### src/rtl/uart_pkg.sv
// uart_pkg: shared types and constants for the UART transmit path.
//   parity_t       - parity option for a frame (none / even / odd)
//   tx_state_t     - transmitter frame state
//   UART_DATA_BITS - payload bits per frame
package uart_pkg;

  localparam int UART_DATA_BITS = 8;

  typedef enum logic [1:0] {
    PARITY_NONE = 2'd0,
    PARITY_EVEN = 2'd1,
    PARITY_ODD  = 2'd2
  } parity_t;

  typedef enum logic [2:0] {
    TX_IDLE,
    TX_START,
    TX_DATA,
    TX_PARITY,
    TX_STOP
  } tx_state_t;

endpackage

### src/rtl/stream_fifo.sv
// stream_fifo: first-word-fall-through queue with a registered head word.
//   clk, rst    - clock, asynchronous active-low reset
//   push / din  - write din (caller guarantees !full)
//   pop         - drop the head word (caller guarantees !empty)
//   dout        - head word, valid whenever !empty
//   full, empty - occupancy flags
//   count       - number of stored words
module stream_fifo #(
  parameter int WIDTH = 8,
  parameter int DEPTH = 16,
  localparam int AW = (DEPTH > 1) ? $clog2(DEPTH) : 1,
  localparam int CW = $clog2(DEPTH + 1)
) (
  input  logic             clk,
  input  logic             rst,
  input  logic             push,
  input  logic             pop,
  input  logic [WIDTH-1:0] din,
  output logic [WIDTH-1:0] dout,
  output logic             full,
  output logic             empty,
  output logic [CW-1:0]    count
);

  logic [WIDTH-1:0] mem_q [DEPTH];
  logic [AW-1:0]    wr_ptr_q, wr_ptr_d;
  logic [AW-1:0]    rd_ptr_q, rd_ptr_d;
  logic [AW-1:0]    rd_next;
  logic [CW-1:0]    count_q, count_d;
  logic [WIDTH-1:0] dout_q, dout_d;

  always_comb begin
    rd_next  = rd_ptr_q + AW'(1);
    wr_ptr_d = push ? wr_ptr_q + AW'(1) : wr_ptr_q;
    rd_ptr_d = pop ? rd_next : rd_ptr_q;
    count_d  = count_q + CW'(push) - CW'(pop);
    dout_d   = dout_q;
    // The head register takes din directly when the incoming word becomes
    // the head; otherwise a pop pre-reads the next stored word.
    if (push && (count_q == '0 || (count_q == CW'(1) && pop))) begin
      dout_d = din;
    end else if (pop) begin
      dout_d = mem_q[rd_next];
    end
  end

  always_ff @(posedge clk or negedge rst) begin
    if (!rst) begin
      wr_ptr_q <= '0;
      rd_ptr_q <= '0;
      count_q  <= '0;
      dout_q   <= '0;
    end else begin
      wr_ptr_q <= wr_ptr_d;
      rd_ptr_q <= rd_ptr_d;
      count_q  <= count_d;
      dout_q   <= dout_d;
    end
  end

  // Storage array carries no reset so it maps onto block RAM.
  always_ff @(posedge clk) begin
    if (push) begin
      mem_q[wr_ptr_q] <= din;
    end
  end

  assign dout  = dout_q;
  assign count = count_q;
  assign full  = (count_q == CW'(DEPTH));
  assign empty = (count_q == '0);

endmodule

### src/rtl/uart_tx_buffered.sv
// uart_tx_buffered: queued UART transmitter (start, 8 data LSB first,
// optional parity, 1 or 2 stop bits) on an idle-high line.
//   clk, rst         - clock, asynchronous active-low reset
//   s_valid/s_ready  - byte stream handshake, s_data sampled on acceptance
//   tx               - serial line, driven from a flop
//   busy             - high while a frame is on the line
//   level            - bytes waiting in the queue (not counting the one shifting)
module uart_tx_buffered import uart_pkg::*; #(
  parameter int      CLK_DIV    = 69,
  parameter int      FIFO_DEPTH = 16,
  parameter parity_t PARITY     = PARITY_NONE,
  parameter int      STOP_BITS  = 1
) (
  input  logic                            clk,
  input  logic                            rst,
  input  logic                            s_valid,
  output logic                            s_ready,
  input  logic [7:0]                      s_data,
  output logic                            tx,
  output logic                            busy,
  output logic [$clog2(FIFO_DEPTH+1)-1:0] level
);

  localparam int CW    = $clog2(FIFO_DEPTH + 1);
  localparam int CNT_W = $clog2(CLK_DIV);

  logic                      push, pop, load, cnt_done;
  logic [7:0]                fifo_dout;
  logic                      fifo_full, fifo_empty;

  tx_state_t                 state_q, state_d;
  logic [CNT_W-1:0]          cnt_q, cnt_d;
  logic [2:0]                bit_idx_q, bit_idx_d;
  logic [UART_DATA_BITS-1:0] shift_q, shift_d;
  logic                      par_q, par_d;
  logic                      tx_q, tx_d;
  logic                      busy_q, busy_d;
  logic                      s_ready_q, s_ready_d;

  assign push = s_valid && s_ready_q;

  stream_fifo #(
    .WIDTH (8),
    .DEPTH (FIFO_DEPTH)
  ) u_fifo (
    .clk   (clk),
    .rst   (rst),
    .push  (push),
    .pop   (pop),
    .din   (s_data),
    .dout  (fifo_dout),
    .full  (fifo_full),
    .empty (fifo_empty),
    .count (level)
  );

  always_comb begin
    state_d   = state_q;
    bit_idx_d = bit_idx_q;
    shift_d   = shift_q;
    par_d     = par_q;
    tx_d      = tx_q;
    pop       = 1'b0;
    load      = 1'b0;
    cnt_done  = (cnt_q == CNT_W'(CLK_DIV - 1));
    cnt_d     = cnt_done ? '0 : cnt_q + CNT_W'(1);

    unique case (state_q)
      TX_IDLE: begin
        cnt_d = '0;
        load  = !fifo_empty;
      end
      TX_START: begin
        if (cnt_done) begin
          state_d   = TX_DATA;
          bit_idx_d = '0;
          tx_d      = shift_q[0];
          shift_d   = {1'b0, shift_q[UART_DATA_BITS-1:1]};
        end
      end
      TX_DATA: begin
        if (cnt_done) begin
          if (bit_idx_q == 3'(UART_DATA_BITS - 1)) begin
            if (PARITY != PARITY_NONE) begin
              state_d = TX_PARITY;
              tx_d    = par_q;
            end else begin
              state_d   = TX_STOP;
              tx_d      = 1'b1;
              bit_idx_d = '0;
            end
          end else begin
            bit_idx_d = bit_idx_q + 3'd1;
            tx_d      = shift_q[0];
            shift_d   = {1'b0, shift_q[UART_DATA_BITS-1:1]};
          end
        end
      end
      TX_PARITY: begin
        if (cnt_done) begin
          state_d   = TX_STOP;
          tx_d      = 1'b1;
          bit_idx_d = '0;
        end
      end
      TX_STOP: begin
        // bit_idx counts stop bits here; the last stop cycle chains straight
        // into the next start bit when more bytes are queued.
        if (cnt_done) begin
          if (bit_idx_q == 3'(STOP_BITS - 1)) begin
            if (!fifo_empty) begin
              load = 1'b1;
            end else begin
              state_d = TX_IDLE;
            end
          end else begin
            bit_idx_d = bit_idx_q + 3'd1;
          end
        end
      end
      default: state_d = TX_IDLE;
    endcase

    if (load) begin
      pop     = 1'b1;
      state_d = TX_START;
      tx_d    = 1'b0;
      cnt_d   = '0;
      shift_d = fifo_dout;
      par_d   = (^fifo_dout) ^ (PARITY == PARITY_ODD);
    end

    busy_d    = (state_d != TX_IDLE);
    // Pops are ignored here, so a freed slot is offered one edge later.
    s_ready_d = !(fifo_full || (push && level == CW'(FIFO_DEPTH - 1)));
  end

  always_ff @(posedge clk or negedge rst) begin
    if (!rst) begin
      state_q   <= TX_IDLE;
      cnt_q     <= '0;
      bit_idx_q <= '0;
      shift_q   <= '0;
      par_q     <= 1'b0;
      tx_q      <= 1'b1;
      busy_q    <= 1'b0;
      s_ready_q <= 1'b0;
    end else begin
      state_q   <= state_d;
      cnt_q     <= cnt_d;
      bit_idx_q <= bit_idx_d;
      shift_q   <= shift_d;
      par_q     <= par_d;
      tx_q      <= tx_d;
      busy_q    <= busy_d;
      s_ready_q <= s_ready_d;
    end
  end

  assign tx      = tx_q;
  assign busy    = busy_q;
  assign s_ready = s_ready_q;

endmodule

### config.mk
export PLATFORM = sky130hd
export DESIGN_NAME = uart_tx_buffered
export DESIGN_NICKNAME = d
export VERILOG_FILES = /design/src/rtl/uart_pkg.sv /design/src/rtl/stream_fifo.sv /design/src/rtl/uart_tx_buffered.sv
export SDC_FILE = /design/constraint.sdc
export NUM_CORES = 1
export LEC_CHECK = 0
export BUFFER_PORTS_ARGS = -buffer_cell sky130_fd_sc_hd__buf_2
export CORE_UTILIZATION = 40
export DETAILED_ROUTE_END_ITERATION = 12
export PLACE_DENSITY_LB_ADDON = 0.3
export SLEW_MARGIN = 40
export SYNTH_ARGS = -nofsm -noshare
export SYNTH_HDL_FRONTEND = slang
export SYNTH_SLANG_ARGS = --single-unit
### constraint.sdc
create_clock -name clk -period 5.7 [get_ports clk]
set_clock_uncertainty 0.05 [all_clocks]
set_input_delay 0.57 -clock clk [delete_from_list [all_inputs] [get_ports clk]]
set_output_delay 0.57 -clock clk [all_outputs]
set_load 0.02 [all_outputs]
==> results.sh <==
export IMPL_ctsResizeCount=0
export IMPL_drv_cap=0
export IMPL_synth_edf_count=128
export IMPL_syn_area_mm2=0.00745
export IMPL_synthFlopType="edfxtp_1"
export IMPL_ios=19
export IMPL_slew_violations=0
export IMPL_synth_common_cells="128 x edfxtp_1, 44 x dfrtp_1, 36 x nand2_1"
export IMPL_synth_seq_cells=173
export IMPL_die_x_um=138
export IMPL_cp_data_required_time_ns=6.00
export IMPL_p_clk_frac=0.349
export IMPL_timing_setup_tns_ns=0
export IMPL_hold_violations=0
export IMPL_cp_arrival_ns=3.75
export IMPL_cts_tree="yes"
export IMPL_status="finished, violations left"
export IMPL_portBuffers=18
export IMPL_r2r_worst_path_cells=14
export IMPL_wirelength_um=14100
export IMPL_comb_power_share=0.135
export IMPL_max_slew_margin_rel=0.571
export IMPL_async_flop_share=0.260
export IMPL_ctsHoldBuffers=0
export IMPL_netSwitchingFraction=0.273
export IMPL_fp_dieH_um=138
export IMPL_yosysTopAreaCellShare=0.516
export IMPL_holdWs_ns=0.106
export IMPL_rsz0062_at_grt="false"
export IMPL_drtIter0Drc=280
export IMPL_start_util=0.412
export IMPL_place_ws_ns=2.26
export IMPL_postCtsSetupRepairBufs=0
export IMPL_irDropWorstVdd_uv=265
export IMPL_drcViolationCount=4
export IMPL_drive_gt1_frac=0.173
export IMPL_syn_num_nets=471
export IMPL_root_buffer="clkbuf_16"
export IMPL_leakagePower_nw=3.04
export IMPL_synth_area_leaders="edfxtp_1 52%, dfrtp_1 15%, mux4_1 6.7%, mux4_2 3.9%, ha_1 2.9%"
export IMPL_powerDensity_mw_per_mm2=375
export IMPL_diodes=0
export IMPL_clock_latency_ns=0.43
export IMPL_cp_start_kind="register"
export IMPL_cts_inserted_buffers=17
export IMPL_end_kind="register"
export IMPL_grt_ovfl_total=0
export IMPL_syn_inst=442
export IMPL_yosysSeqAreaShare=0.667
export IMPL_yosysWarnings=0
export IMPL_setup_viol=0
export IMPL_drt_pass1_iter_count=9
export IMPL_max_stage_delay_ns=0.47
export IMPL_grt_max_degree=46
export IMPL_worst_setup_path_type="register to register"
export IMPL_clock_path_buffers=2
export IMPL_postSynthAreaPerCell_um2=16.9
export IMPL_num_rows=49
export IMPL_yosysTopAreaCell="edfxtp_1"
export IMPL_tightestPinTransition_ns=0.643
export IMPL_p_sw_w=0.000847
export IMPL_antenna_found_initial=0
export IMPL_yosysMostFrequentCell="edfxtp_1"
export IMPL_p_int_w=0.00225
export IMPL_crit_fanout=18
export IMPL_violations="design-rule violations"
export IMPL_grt_pass1_wl_um=22500
export IMPL_dp_hpwl_um=9040
export IMPL_grt_pass1_vias=4001
export IMPL_gp_routability_congestion=0.767
export IMPL_clk_pin_slew_worst_paths_ns=0.07
export IMPL_power_frac_seq=0.516
export IMPL_wire_per_inst_um=19.9
export IMPL_cts_sinks=173
export IMPL_crit_top_cell="ha_1"
export IMPL_final_antenna_net_count=0
export IMPL_fin_crit_sh=0.607
export IMPL_crit_chain="inv_1 -> ha_1 -> nand4b_1 -> o41ai_2 -> nand2_1 -> inv_2 -> ha_1 -> inv_1 -> ha_1 -> fa_1 -> a21oi_1 -> nor2_1 -> nor2_1 -> xnor2_1"
export IMPL_via_per_inst=5.33
export IMPL_num_vias=3782
export IMPL_fin_ws_ns=2.24
export IMPL_area_delta_synth_final_pct=10.9
export IMPL_cts_max_level=4
export IMPL_core_area_mm2=0.0181
export IMPL_crit_slowest_cell="o41ai_2"
export IMPL_min_path_type="input port to async pin"
export IMPL_grt_usage=0.160
export IMPL_yosysUniqueCellTypes=49
export IMPL_fin_crit_ns=3.46
export IMPL_fmax_mhz=289
export IMPL_fill_cells=1513
export IMPL_design_die_area_mm2=0.0192
export IMPL_finalNetCount=496
==> layer usage <==
| metal | track usage | part of all wire | vias up |
|---|---|---|---|
| met1 | 0.209 | 0.45 | 1935 |
| met3 | 0.0319 | 0.043 | 20 |
| li1 | - | - | 1749 |
| met4 | 0.0662 | 0.017 | 0 |
| met2 | 0.262 | 0.49 | 78 |
| met5 | 0 | 0 | - |
==> power by group through the flow <==
stage / Combinational, W / Clock [W] / Sequential [W]
after floorplan: 0.000264 / 0 / 0.00162
after global placement: 0.000406 / 0 / 0.00162
after detailed placement: 0.000421 / 0 / 0.00163
after CTS: 0.000426 / 0.00110 / 0.00160
after global routing: 0.000466 / 0.00116 / 0.00162
final: 0.000418 / 0.00108 / 0.00160
==> cells in the final DEF, fill, tap and decap left out, drive strengths merged, types with 2 or more instances in the layout <==
cell     count
a21oi        6
a2bb2oi      8
and2        13
and3         6
buf         21
clkbuf      18
clkinv       5
dfrtp       44
edfxtp     128
ha          17
inv         26
mux2         9
mux2i       16
mux4        32
nand2       36
nand2b       4
nand3        8
nand4        2
nor2        18
nor2b        2
nor3         4
nor3b        2
o211ai       8
o21ai       12
or3          3
xnor2       11
xor2         7
==> final timing paths <==
check / start / endpoint / slack [ns]
worst max register to register: cnt_q[0] / u_fifo.count[4] / 2.24
worst min-delay path: rst / cnt_q[3] / 0.11
min in group clk: cnt_q[0] / cnt_q[0] / 0.43
worst max-delay path: cnt_q[0] / u_fifo.count[4] / 2.24
worst min register to register: cnt_q[0] / cnt_q[0] / 0.43
max in group asynchronous: rst / shift_q[3] / 5.10
==> cell families after synthesis <==
| group | after synthesis | share of synthesized area |
|---|---|---|
| and+or+nand+nor | 102 | 0.0687 |
| muxes | 57 | 0.141 |
| adders and majority gates | 18 | 0.0312 |
| xor gates and xnor gates | 18 | 0.0222 |
| DFF | 173 | 0.667 |
| AOI/OAI and AO/OA | 41 | 0.0412 |
| buffers and inverters | 33 | 0.0280 |
==> layout make-up <==
cell class / instances / area [µm²] / area share
sequential: 173 / 4970 / 0.602
multi-input combinational: 236 / 2270 / 0.275
clock buffer: 18 / 429 / 0.0519
tap: 229 / 287 / 0.0347
clock inverter: 14 / 125 / 0.0151
timing repair buffer: 21 / 115 / 0.0139
inverter: 18 / 67.6 / 0.00818
==> registers in the layout, summed over array words and instances (netlist names), 3 cells and up <==
name	count
bit_idx_q	3
u_fifo.rd_ptr_q	4
u_fifo.dout	8
shift_q	8
u_fifo.wr_ptr_q	4
state_q	3
u_fifo.mem_q	128
cnt_q	7
u_fifo.count	5
==> critical path, delay by kind of cell (launching register included) <==
family,cells,cell delay [ns]
compound gates,2,0.63
flops,1,0.40
simple gates,4,0.77
fa+ha+maj,4,0.93
buf+inv,3,0.47
xor+xnor,1,0.13
==> metrics by stage <==
step | utilization | total power (W) | instances | area (µm²)
floorplan | - | 0.00189 | 442 | 7450
global placement | 0.426 | 0.00202 | 677 | 7710
detailed placement | 0.426 | 0.00205 | 677 | 7710
CTS | 0.457 | 0.00313 | 709 | 8260
global route | 0.457 | 0.00324 | 709 | 8260
finish | 0.457 | 0.00310 | 709 | 8260
Power figures use the tool's default switching activity.
